--- config.mk ---
export PLATFORM = sky130hd
export DESIGN_NAME = data_cache_flat
export DESIGN_NICKNAME = d
export VERILOG_FILES = /design/src/rtl/data_cache_pkg.sv /design/src/rtl/data_cache_if.sv /design/src/rtl/data_cache_cache_array.sv /design/src/rtl/data_cache.sv /design/src/flat_wrapper.sv
export SDC_FILE = /design/constraint.sdc
export NUM_CORES = 1
export LEC_CHECK = 0
export CORE_MARGIN = 3
export CORE_UTILIZATION = 60
export DETAILED_ROUTE_END_ITERATION = 10
export PLACE_DENSITY = 0.83
export RECOVER_POWER = 25
export SYNTH_ARGS = -nofsm -noshare
export SYNTH_HDL_FRONTEND = slang
export SYNTH_HIERARCHICAL = 1
export SYNTH_SLANG_ARGS = --single-unit
export TNS_END_PERCENT = 100
--- constraint.sdc ---
create_clock -name inp_clk -period 10.2 [get_ports inp_clk]
set_input_delay 2.04 -clock inp_clk [delete_from_list [all_inputs] [get_ports inp_clk]]
set_output_delay 2.04 -clock inp_clk [all_outputs]
set_load 0.005 [all_outputs]
--- src/rtl/data_cache_pkg.sv ---
// Shared definitions for the direct-mapped data cache: geometry and controller states.
package data_cache_pkg;

    localparam int CACHE_LINES = 16;
    localparam int INDEX_W     = 4;
    localparam int TAG_W       = 12;
    localparam int WORD_W      = 16;

    typedef enum logic [1:0] {
        IDLE    = 2'd0,
        RD_WAIT = 2'd1,
        WR_WAIT = 2'd2,
        DONE    = 2'd3
    } state_t;

endpackage

--- src/rtl/data_cache_if.sv ---
// Pipeline-side and main-memory-side signals of the data cache in one bundle.
interface data_cache_if
    import data_cache_pkg::*;
    ();
    logic [WORD_W-1:0] inp_address;
    logic [WORD_W-1:0] inp_writeData;
    logic              inp_memRead;
    logic              inp_memWrite;
    logic [WORD_W-1:0] out_readData;
    logic              out_hit;
    logic [WORD_W-1:0] out_memAddress;
    logic [WORD_W-1:0] out_memWriteData;
    logic              out_memRead;
    logic              out_memWrite;
    logic [WORD_W-1:0] inp_memData;
    logic              inp_memReady;

    modport slave (
        input  inp_address, inp_writeData, inp_memRead, inp_memWrite,
        input  inp_memData, inp_memReady,
        output out_readData, out_hit, out_memAddress, out_memWriteData,
        output out_memRead, out_memWrite
    );

    modport master (
        output inp_address, inp_writeData, inp_memRead, inp_memWrite,
        output inp_memData, inp_memReady,
        input  out_readData, out_hit, out_memAddress, out_memWriteData,
        input  out_memRead, out_memWrite
    );
endinterface

--- src/rtl/data_cache_cache_array.sv ---
// Line storage: valid/tag/data per line, combinational read, synchronous write and valid clear.
module cache_array
    import data_cache_pkg::*;
(
    input  logic               i_clk,
    input  logic               i_srst,
    input  logic [INDEX_W-1:0] i_rd_index,
    output logic               o_rd_valid,
    output logic [TAG_W-1:0]   o_rd_tag,
    output logic [WORD_W-1:0]  o_rd_data,
    input  logic               i_wr_en,
    input  logic [INDEX_W-1:0] i_wr_index,
    input  logic [TAG_W-1:0]   i_wr_tag,
    input  logic [WORD_W-1:0]  i_wr_data
);
    logic [TAG_W-1:0]       r_tag  [CACHE_LINES];
    logic [WORD_W-1:0]      r_data [CACHE_LINES];
    logic [CACHE_LINES-1:0] w_valid;

    // Tag and data deliberately have no reset; only the valid bits matter after reset.
    always_ff @(posedge i_clk) begin
        if (i_wr_en) begin
            r_tag[i_wr_index]  <= i_wr_tag;
            r_data[i_wr_index] <= i_wr_data;
        end
    end

    generate
        for (genvar gi = 0; gi < CACHE_LINES; gi++) begin : g_valid
            logic r_valid;
            always_ff @(posedge i_clk) begin
                if (i_srst) begin
                    r_valid <= 1'b0;
                end else if (i_wr_en && (i_wr_index == INDEX_W'(gi))) begin
                    r_valid <= 1'b1;
                end
            end
            assign w_valid[gi] = r_valid;
        end
    endgenerate

    assign o_rd_valid = w_valid[i_rd_index];
    assign o_rd_tag   = r_tag[i_rd_index];
    assign o_rd_data  = r_data[i_rd_index];

endmodule

--- src/rtl/data_cache.sv ---
// Direct-mapped, write-through, no-write-allocate data cache with zero-cycle read hits.
module data_cache
    import data_cache_pkg::*;
(
    input  logic         inp_clk,
    input  logic         inp_reset,
    data_cache_if.slave  bus
);
    state_t             r_state;
    logic [WORD_W-1:0]  r_addr;
    logic [WORD_W-1:0]  r_wdata;
    logic [WORD_W-1:0]  r_readData;
    logic               r_memRead;
    logic               r_memWrite;

    logic [INDEX_W-1:0] w_index;
    logic [TAG_W-1:0]   w_cmp_tag;
    logic               w_line_valid;
    logic [TAG_W-1:0]   w_line_tag;
    logic [WORD_W-1:0]  w_line_data;
    logic               w_tag_match;
    logic               w_read_hit;
    logic               w_wr_en;
    logic [WORD_W-1:0]  w_wr_data;
    logic               w_hit;

    // Look up the incoming address in IDLE, the latched one while an access is outstanding.
    assign w_index     = (r_state == IDLE) ? bus.inp_address[INDEX_W-1:0] : r_addr[INDEX_W-1:0];
    assign w_cmp_tag   = (r_state == IDLE) ? bus.inp_address[WORD_W-1:INDEX_W] : r_addr[WORD_W-1:INDEX_W];
    assign w_tag_match = w_line_valid && (w_line_tag == w_cmp_tag);
    assign w_read_hit  = (r_state == IDLE) && bus.inp_memRead && !bus.inp_memWrite && w_tag_match;

    assign w_wr_en   = !inp_reset && bus.inp_memReady &&
                       ((r_state == RD_WAIT) || ((r_state == WR_WAIT) && w_tag_match));
    assign w_wr_data = (r_state == RD_WAIT) ? bus.inp_memData : r_wdata;

    cache_array u_array (
        .i_clk      (inp_clk),
        .i_srst     (inp_reset),
        .i_rd_index (w_index),
        .o_rd_valid (w_line_valid),
        .o_rd_tag   (w_line_tag),
        .o_rd_data  (w_line_data),
        .i_wr_en    (w_wr_en),
        .i_wr_index (r_addr[INDEX_W-1:0]),
        .i_wr_tag   (r_addr[WORD_W-1:INDEX_W]),
        .i_wr_data  (w_wr_data)
    );

    always_ff @(posedge inp_clk) begin
        if (inp_reset) begin
            r_state    <= IDLE;
            r_addr     <= '0;
            r_wdata    <= '0;
            r_readData <= '0;
            r_memRead  <= 1'b0;
            r_memWrite <= 1'b0;
        end else begin
            case (r_state)
                IDLE: begin
                    if (bus.inp_memWrite) begin
                        r_addr     <= bus.inp_address;
                        r_wdata    <= bus.inp_writeData;
                        r_memWrite <= 1'b1;
                        r_state    <= WR_WAIT;
                    end else if (bus.inp_memRead && !w_read_hit) begin
                        r_addr    <= bus.inp_address;
                        r_wdata   <= bus.inp_writeData;
                        r_memRead <= 1'b1;
                        r_state   <= RD_WAIT;
                    end
                end
                RD_WAIT: begin
                    if (bus.inp_memReady) begin
                        r_readData <= bus.inp_memData;
                        r_memRead  <= 1'b0;
                        r_state    <= DONE;
                    end
                end
                WR_WAIT: begin
                    if (bus.inp_memReady) begin
                        r_memWrite <= 1'b0;
                        r_state    <= DONE;
                    end
                end
                default: r_state <= IDLE;
            endcase
        end
    end

    always_comb begin
        w_hit = 1'b0;
        case (r_state)
            IDLE:    w_hit = !(bus.inp_memRead || bus.inp_memWrite) || w_read_hit;
            DONE:    w_hit = 1'b1;
            default: w_hit = 1'b0;
        endcase
    end

    assign bus.out_hit          = w_hit;
    assign bus.out_readData     = w_read_hit ? w_line_data : r_readData;
    assign bus.out_memAddress   = r_addr;
    assign bus.out_memWriteData = r_wdata;
    assign bus.out_memRead      = r_memRead;
    assign bus.out_memWrite     = r_memWrite;

endmodule

--- src/flat_wrapper.sv ---
// flat-port wrapper written by rule: the top's interface ports become plain ports
module data_cache_flat import data_cache_pkg::*;
  (inp_clk, inp_reset, bus_inp_address, bus_inp_writeData, bus_inp_memRead, bus_inp_memWrite, bus_inp_memData, bus_inp_memReady, bus_out_readData, bus_out_hit, bus_out_memAddress, bus_out_memWriteData, bus_out_memRead, bus_out_memWrite);
  data_cache_if bus_i ();
  input  logic inp_clk;
  input  logic inp_reset;
  input wire logic [$bits(bus_i.inp_address)-1:0] bus_inp_address;
  input wire logic [$bits(bus_i.inp_writeData)-1:0] bus_inp_writeData;
  input wire logic [$bits(bus_i.inp_memRead)-1:0] bus_inp_memRead;
  input wire logic [$bits(bus_i.inp_memWrite)-1:0] bus_inp_memWrite;
  input wire logic [$bits(bus_i.inp_memData)-1:0] bus_inp_memData;
  input wire logic [$bits(bus_i.inp_memReady)-1:0] bus_inp_memReady;
  output wire logic [$bits(bus_i.out_readData)-1:0] bus_out_readData;
  output wire logic [$bits(bus_i.out_hit)-1:0] bus_out_hit;
  output wire logic [$bits(bus_i.out_memAddress)-1:0] bus_out_memAddress;
  output wire logic [$bits(bus_i.out_memWriteData)-1:0] bus_out_memWriteData;
  output wire logic [$bits(bus_i.out_memRead)-1:0] bus_out_memRead;
  output wire logic [$bits(bus_i.out_memWrite)-1:0] bus_out_memWrite;
  assign bus_i.inp_address = bus_inp_address;
  assign bus_i.inp_writeData = bus_inp_writeData;
  assign bus_i.inp_memRead = bus_inp_memRead;
  assign bus_i.inp_memWrite = bus_inp_memWrite;
  assign bus_i.inp_memData = bus_inp_memData;
  assign bus_i.inp_memReady = bus_inp_memReady;
  assign bus_out_readData = bus_i.out_readData;
  assign bus_out_hit = bus_i.out_hit;
  assign bus_out_memAddress = bus_i.out_memAddress;
  assign bus_out_memWriteData = bus_i.out_memWriteData;
  assign bus_out_memRead = bus_i.out_memRead;
  assign bus_out_memWrite = bus_i.out_memWrite;
  data_cache u_core (.inp_clk(inp_clk), .inp_reset(inp_reset), .bus(bus_i));
endmodule
* Yosys cells after proc, flatten, opt, wreduce, memory -nomap -nowiden *
Memories as Yosys holds them, arrays and structs flattened.
Index checks and enable logic that the tools add are counted.

storage, ports and cells
  memory bits (read-only) = 0
  word-level logic and storage cells = 116
  bits in latches = 0
  register bits after elaboration = 68
  bits in writable memories = 448
  memories kept = 2
  output and inout bits = 51

cells by class
  div/mod/pow operators = 0
  muxes and demuxes = 23
  order comparisons = 1
  reductions and logical operators = 42
  add/sub/neg operators = 0
  bitwise logic cells = 0
  shift-type cells = 0
  equal/unequal tests = 26
  $mul = 0

memories
  name                   words  width  read ports  clocked after memory_dff  write ports  RTL line                      source
  u_core.u_array.r_data  16     16     1           0                         1            data_cache_cache_array.sv:17  logic [WORD_W-1:0] r_data [CACHE_LINES];
  u_core.u_array.r_tag   16     12     1           0                         1            data_cache_cache_array.sv:16  logic [TAG_W-1:0] r_tag [CACHE_LINES];

operator list
  cell                count
  $mux 16             6
  $eq 4x4->1 const B  8
  $logic_and 1x1->1   24
  $eq 4x3->1 const B  4
  $eq 12x12->1        1
  $mux 12             1
  $ne 2x2->1 const B  5
  $eq 4x2->1 const B  2
  $mux 1              7
  $mux 2              3
  $pmux 1 s2          3
  $reduce_and 2->1    3
  $reduce_bool 2->1   3
  $lt 4x5->1 const B  1
  $bmux 1 s4          1
  $eq 2x2->1 const B  2
  $eq 4x1->1 const B  1
  $logic_not 1->1     4
  $logic_not 4->1     1
  $mux 4              1
  $pmux 2 s2          1
  $reduce_and 4->1    1
  $logic_or 1x1->1    3
  $ne 3x3->1 const B  1
  other kinds (5)     5

* Depth between registers and ports, before layout *
Gate-level depths: netlist of the first run.

  depth in word-level cells = 11
  gate-level depth with buffers = 20
  gate-level depth less buffers = 14

* Modules after synthesis *
Netlist of the first run, hierarchy kept.

modules (own cells, without submodules)
  module       times used  cells each  area an instance (um^2)
  cache_array  1           775         17488.0
  data_cache   1           330         3044.2

* Least setup slack after synthesis of the first run *
OpenSTA, ideal clock, no wires.

  path type = input-to-reg
  start = input bus_inp_address[0]
  end = memory u_core.u_array.r_data[0][0] (enable)
  slack = 2.455 ns
  setup time = 0.448 ns
  arrival = 7.297 ns
  cell stages on the path = 13
  path through = mux2_2 > buf_6 > buf_2 > mux4_2 > a22oi_1 > nand2_1 > xnor2_1 > or4_4 > nor4_2 > a21oi_1 > nor3b_1 > or3b_2 > nor3_1

between the ends
  longest elaborated chain between the ends = 9
  elaborated cells between the ends (all ways) = 11
  those cells by class = eq/ne (1); mux (5); reduce/logical (4); memory (1)

ends and longest elaborated chain
  item                            RTL line                      source
  from (decl)                     flat_wrapper.sv:7             input wire logic [$bits(bus_i.inp_address)-1:0] bus_inp_address;
  $mux 4                          data_cache.sv:28              assign w_index = (r_state == IDLE) ? bus.inp_address[INDEX_W-1:0] : r_addr[INDEX_W-1:0];
  $mem_v2 16x12                   --
  named net u_core.w_line_tag[9]  data_cache.sv:19              logic [TAG_W-1:0] w_line_tag;
  $eq 12x12->1                    data_cache.sv:30              assign w_tag_match = w_line_valid && (w_line_tag == w_cmp_tag);
  $logic_and 1x1->1               data_cache.sv:30
  $logic_and 1x1->1               data_cache.sv:34              ((r_state == RD_WAIT) || ((r_state == WR_WAIT) && w_tag_match));
  $logic_or 1x1->1                data_cache.sv:34
  $logic_and 1x1->1               data_cache.sv:33              assign w_wr_en = !inp_reset && bus.inp_memReady &&
  named net u_core.w_wr_en        data_cache.sv:23              logic w_wr_en;
  $mux 1                          data_cache_cache_array.sv:22  if (i_wr_en) begin
  $mux 1 (implied by the code)    data_cache_cache_array.sv:24  r_data[i_wr_index] <= i_wr_data;
  to (decl)                       data_cache_cache_array.sv:17

The timed path passes the listed nets, and every way through them passes these cells. The select of a mux whose other input is x is not followed.

* Worst setup path after layout of the first run *
  start = input bus_inp_address[2]
  end = output bus_out_readData[0]

between the ends
  longest elaborated chain between the ends = 6
  elaborated cells between the ends (all ways) = 9
  those cells by class = eq/ne (1); mux (4); reduce/logical (2); memory (2)

ends and longest elaborated chain
  item                           RTL line                      source
  $mux 4                         data_cache.sv:28
  named net u_core.w_index[2]    data_cache.sv:16              logic [INDEX_W-1:0] w_index;
  $bmux 1 s4                     data_cache_cache_array.sv:42  assign o_rd_valid = w_valid[i_rd_index];
  $mux 1 (implied by the code)   data_cache_cache_array.sv:42
  named net u_core.w_line_valid  data_cache.sv:18              logic w_line_valid;
  $logic_and 1x1->1              data_cache.sv:30
  $logic_and 1x1->1              data_cache.sv:31              assign w_read_hit = (r_state == IDLE) && bus.inp_memRead && !bus.inp_memWrite && w_tag_match;
  $mux 16                        data_cache.sv:101             assign bus.out_readData = w_read_hit ? w_line_data : r_readData;
  to (decl)                      flat_wrapper.sv:13            output wire logic [$bits(bus_i.out_readData)-1:0] bus_out_readData;

The timed path passes the listed nets, and every way through them passes these cells. The select of a mux whose other input is x is not followed.

==> impl_metrics.toml, run 1 <==
[setup_path]
cp_cell_sequence = "clkdlybuf4s50_1 > mux2_2 > and2_1 > a22oi_1 > nand2_1 > o21ai_0 > or4_4 > nor4_2 > and3_1 > buf_4 > mux2_2 > clkdlybuf4s50_1"
start_kind = "primary input"
cp_top_family = "simple AND/OR/NAND/NOR gates"
crit_required_ps = 8160
cp_slowest_cell = "and2_1"
worstSetupEndpointType = "output pin"
slowest_delay_ps = 1020
path_class = "in -> out"
crit_path_max_fanout = 21
arrival_ps = 6810
cp_num_buf_inv = 3

[drt]
via_per_inst = 6.54
wl_met2_um = 24900
routedWlPerCell_um = 28.4
vias = 11200
wirelength_um = 48500
dr.max_layer_used = "met4"
drt_first_pass_iters = 5
route.met3.wl_um = 4020
drtIter0Drc = 1651
drcViolationCount = 0
met1Wirelength_um = 17800
ant_nets = 0

[yosys]
syn_inst = 1105
yosys_warnings = 6
ys.flop_type = "edfxtp_1"
ys_types = 42
synth-edff-count = 448
ys_ff_latch = 516
seq_area_frac_synth_pct = 72.2
syn_nets = 1162
synth_area_sq_mm = 0.0205
synth_top_area_cell = "edfxtp_1"
synth_area_leaders = "edfxtp_1 (66%), mux4_2 (12%), dfxtp_1 (6.6%)"
synthArstFlopShare_pct = 0
syn_avg_cell_area_sq_um = 18.6
synth_top_cell_area_share_pct = 65.5

[clock_network]
h-tree-depth = 2
cts_tree = "done"
numClockSinks = 516
cts_resized = 0
cts_hold_buf = 0
clockBufferDepth = 3
postCtsSetupBuffers = 0
clk_pin_slew_ps = 60
clkLatencyLatePin_ps = 560
cts_made_buffers = 51
cts-root-buf = "clkbuf_16"

[place]
dp_hpwl_um = 26300
port-buffer-count = 103
gp_congestion = 0.789
placed_cells = 1617

[timing]
tightest_slew_ps = 1310
clock.fmax_mhz = 113
period_minus_slack_ps = 8850
finalCritPeriodShare_pct = 86.7
slew_violations = 0
relSlewSlack_pct = 12.5
clock-skew-final_ps = 19.1
setup_viol = 0
finalSetupTns_ps = 0
hold_viol_final = 0
rsz0062_at_grt = "no"

[final_layout]
diodes = 0
final_nets = 1279
area_delta_synth_final_pct = 16.1
drive_gt1_share_pct = 21.0
layout.cells.non_filler = 1709

[outcome]
status = "complete, no violations"

[die]
die_w_um = 191
ios = 104
die_area_sq_mm = 0.0365
fp.dieH_um = 191
core_sq_mm = 0.0336
num_rows = 67
initial_core_util_pct = 61.1

[power]
p_total_uw = 5910
powerDensity_mw_per_mm2 = 248
irDropWorstVdd_v = 0.000222
power_leakage_uw = 0.00788

[grt]
grt_pass1_wl_um = 72600
grt_pass1_vias = 11600
track_usage_pct = 27.2
grt_overflow = 0
grt_max_degree = 104
grt_antenna_before_repair = 0

[hold_path]
hold_class = "reg -> reg"

[job]
cap_violations = 0
[registers in the layout (all words and copies together), names as in the netlist]
name and cells:
u_core/bus.out_memAddress 16, u_core/bus.out_memRead 1, u_core/bus.out_memWrite 1, u_core/bus.out_memWriteData 16, u_core/r_readData 16, u_core/r_state 2, u_core/u_array/g_valid.r_valid 16, u_core/u_array/r_data 256
u_core/u_array/r_tag 192
[final cells by class]
cell class | count | area [sq um]
fill | 1946 | 9780
inverter | 4 | 15.0
sequential | 516 | 14800
clock inverter | 30 | 360
clock buffer | 62 | 1390
multi-input combinational | 520 | 5480
timing repair buffer | 129 | 1220
tap | 448 | 561
[final timing paths]
kind                                 end            startpoint  depth (start not counted)  slack (ps)
min reg2reg         u_core/r_readData[6]  u_core/r_readData[6]                          2         450
max reg2reg  u_core/u_array/r_tag[13][0]     u_core/r_state[0]                         15        3100
max                  bus_out_readData[0]    bus_inp_address[2]                         12        1350
min                 u_core/r_readData[6]  u_core/r_readData[6]                          2         450
[cells in the final DEF (no fill, tap or decap), types with 3 or more instances in the layout]
master / n
mux2_1: 14
clkinvlp_4: 3
clkbuf_1: 6
edfxtp_1: 448
inv_1: 4
a31oi_1: 4
mux2_2: 21
mux4_1: 3
clkinv_2: 11
nor2b_1: 3
a21oi_1: 36
dfxtp_1: 68
clkdlybuf4s50_1: 98
nand2b_1: 69
clkbuf_8: 3
clkinv_1: 7
a22oi_1: 59
nor2_1: 19
nor3_1: 4
nand2_1: 70
dlygate4sd3_1: 4
clkbuf_16: 53
bufinv_16: 8
xor2_1: 7
nor3_2: 4
buf_4: 27
ha_1: 4
mux2i_1: 44
mux4_2: 113
o21ai_0: 4
nor2_4: 12
[cells by family after synthesis]
| logic type | count (synthesis) | synth area share (%) |
|---|---|---|
| muxes | 197 | 17.0 |
| buffers and inverters | 69 | 1.85 |
| AOI/OAI and AO/OA | 109 | 3.48 |
| adders and majority gates | 4 | 0.244 |
| DFF | 516 | 72.2 |
| and+or+nand+nor | 201 | 4.94 |
| xor gates and xnor gates | 9 | 0.384 |
[power by group]
part           internal [uW]  total (uW)  switching, uW
Clock                   1170        1940            771
Combinational            617        1400            780
Sequential              2480        2570           91.4
Total                   4270        5910           1640
[tightest hold or removal path, cell delays in order (launching register included)]
cell,delay [ps]
dfxtp_1,300
nand2_1,50
a21oi_1,50
[synthesized netlist by cell type, drive strengths merged (2+ instances only)]
cell	count
a21oi	36
a22oi	59
a31oi	4
and2	2
and3	2
and3b	2
buf	27
clkbuf	38
dfxtp	68
edfxtp	448
ha	4
inv	4
mux2	37
mux2i	44
mux4	116
nand2	70
nand2b	69
nand3	2
nand3b	2
nor2	32
nor2b	5
nor3	8
nor3b	2
o21ai	4
o22ai	2
or4	2
xnor2	2
xor2	7
[metal layers]
layer,global-route usage [%],up-vias
li1,-,4646
met1,36.0,5674
met2,46.3,713
met3,4.35,136
met4,9.85,0
met5,0,-
[per-stage QoR]
step	setup WS (ps)	hold WS, ps	utilization, %	instance area (sq um)
final	1350	451	70.9	23800
after CTS	1420	454	70.9	23800
after global routing	1270	475	70.9	23800
after detailed placement	1530	445	65.7	22100
after global placement	1580	438	65.7	22100
after floorplan	2460	431	-	20500
Power figures use the tool's default switching activity.
==> inputs of run 2 (changes only) <==
- CTS_CLUSTER_DIAMETER: not set -> 100
==> results of run 2 <==
Same layout as run 1: the final DEF is identical, and so are final timing and power.
==> inputs of run 3 (changes only) <==
- CTS_CLUSTER_SIZE: not set -> 40
==> run 3 against run 2 <==
Sequential share of layout area up 3.4 points; via count fell by 4.4%; cell count fell by 3.7%; sequential power about the same; critical path depth unchanged; critical path type unchanged; critical endpoint is now bus_out_readData[1]; global-route usage fell by 1.8 points; largest cell class unchanged; design area decreased by 5.2%; largest power group unchanged; first-iteration DRC count fell by 13%; clock power decreased by 53%; utilization shrank 3.7 points; register-to-register slack improved by 140 ps; maximum frequency is 1.4% higher.
==> impl_metrics.toml, run 3 (synthesized netlist as in run 1, its figures left out) <==
[timing]
setup_viol = 0
clock.fmax_mhz = 115
hold_viol_final = 0
finalCritPeriodShare_pct = 85.5
clock-skew-final_ps = 54.7
tightest_slew_ps = 1310
period_minus_slack_ps = 8720
slew_violations = 0
finalSetupTns_ps = 0
relSlewSlack_pct = 12.4
holdWs_ps = 462
rsz0062_at_grt = "no"

[grt]
grt_antenna_before_repair = 0
grt_overflow = 0
grt_pass1_wl_um = 68000
grt_max_degree = 104
grt_pass1_vias = 10900
track_usage_pct = 25.4

[final_layout]
ff_latch_area_sq_mm = 0.0148
drive_gt1_share_pct = 17.0
final_area_sq_mm = 0.0226
diodes = 0
final_cell_mix = "edfxtp_1 (448), mux4_2 (113), clkdlybuf4s50_1 (97)"
final_common_cell = "edfxtp_1"
multi_input_area_sq_mm = 0.00548
fill_cells = 2111
largest_reg_flops = 256
regMostFlops = "u_core/u_array/r_data"
final_nets = 1245
area_delta_synth_final_pct = 10.0
reg_top3 = "u_core/u_array/r_data x256, u_core/u_array/r_tag x192"

[place]
dp_hpwl_um = 26300
place_area_sq_mm = 0.0221
gp_congestion = 0.789
port-buffer-count = 103

[die]
fp.dieH_um = 191
initial_core_util_pct = 61.1
num_rows = 67
die_area_sq_mm = 0.0365
core_sq_mm = 0.0336
ios = 104
die_w_um = 191

[power]
p_comb_share_pct = 28.4
power.internal_uw = 3420
irDropWorstVdd_v = 0.000143
p_clk_share_pct = 18.6
pwr-share-seq_pct = 52.9
power_leakage_uw = 0.00726
sw_frac_of_total_pct = 29.5
p_sw_uw = 1430
powerDensity_mw_per_mm2 = 215

[drt]
vias = 10700
drt_first_pass_iters = 5
drcViolationCount = 0
routedWlPerCell_um = 27.8
drtIter0Drc = 1436
wirelength_um = 45800
via_per_inst = 6.49
ant_nets = 0

[clock_network]
cts_tree = "done"
h-tree-depth = 1
numClockSinks = 516
cts_hold_buf = 0
cts-root-buf = "clkbuf_16"
cts_made_buffers = 17
postCtsSetupBuffers = 0
cts_resized = 0
clockBufferDepth = 3
clkLatencyLatePin_ps = 540
clk_pin_slew_ps = 140

[setup_path]
cp_slowest_cell = "and2_1"
crit_required_ps = 8160
cp-startpoint = "bus_inp_address[2]"
cp_cell_sequence = "clkdlybuf4s50_1 > mux2_2 > and2_1 > a22oi_1 > nand2_1 > o21ai_0 > or4_4 > nor4_2 > and3_1 > buf_4 > mux2_2 > clkdlybuf4s50_1"
worstSetupEndpointType = "output pin"
arrival_ps = 6680
reg2reg_from = "u_core/r_state[1]"
start_kind = "primary input"
crit_path_max_fanout = 21
slowest_delay_ps = 1020
path_class = "in -> out"

[hold_path]
hold_class = "reg -> reg"
min_from = "u_core/r_readData[8]"

[outcome]
status = "complete, no violations"

[job]
cap_violations = 0
-- run 3: changes by cell type in the layout (fill, tap and decap cells not counted), sizes merged --
cell	change
clkbuf	-35
clkinv	-18
bufinv	-8
clkinvlp	-3
clkdlybuf4s50	-1
dlygate4sd3	+1
inv	+1
-- run 3: final timing paths --
| kind | slack [ps] | endpoint | cells past startpoint |
|---|---|---|---|
| worst max-delay path | 1480 | bus_out_readData[1] | 12 |
| worst min-delay path | 460 | u_core/r_readData[8] | 2 |
| worst max register to register | 3240 | u_core/u_array/r_tag[13][0] | 14 |
| worst min register to register | 460 | u_core/r_readData[8] | 2 |
-- run 3: metal layers --
layer  up-vias  GRT usage [%]  share of wire, %
li1       4532              -                 -
met1      5432           33.9                38
met2       581           43.4                51
met3       138           3.34               7.4
met4         0           9.40               4.4
met5         -              0                 0
-- run 3: stage by stage --
step	std cells	worst slack, ps	util [%]	total power, uW
after floorplan	1105	2460	-	3580
after detailed placement	1617	1530	65.7	3990
after global placement	1617	1580	65.7	3940
after global routing	1646	1340	67.2	5040
final	1646	1480	67.2	4850
after CTS	1646	1520	67.2	4870
-- run 3: power by group through the flow --
| stage | combinational, uW | clock, uW | sequential (uW) |
|---|---|---|---|
| 5_1_grt | 1470 | 984 | 2580 |
| 6_report | 1380 | 905 | 2570 |
| 3_5_place_dp | 1370 | 0 | 2610 |
| 4_1_cts | 1390 | 923 | 2570 |
| 3_3_place_gp | 1340 | 0 | 2610 |
| 2_1_floorplan | 1000 | 0 | 2580 |
-- run 3: worst max-delay path: cells and delay by family --
family / cells / cell delay (ps)
compound gates: 2 / 360
simple gates: 5 / 2410
buf+inv: 3 / 1260
mux: 2 / 590
-- run 3: area by class of cell --
class | instances | area share, %
clock inverters | 2 | 0.172
well taps | 448 | 2.48
multi-input cells | 520 | 24.2
inverters | 4 | 0.0665
clock buffers | 27 | 2.05
flip-flops and latches | 516 | 65.6
repair buffers | 129 | 5.42
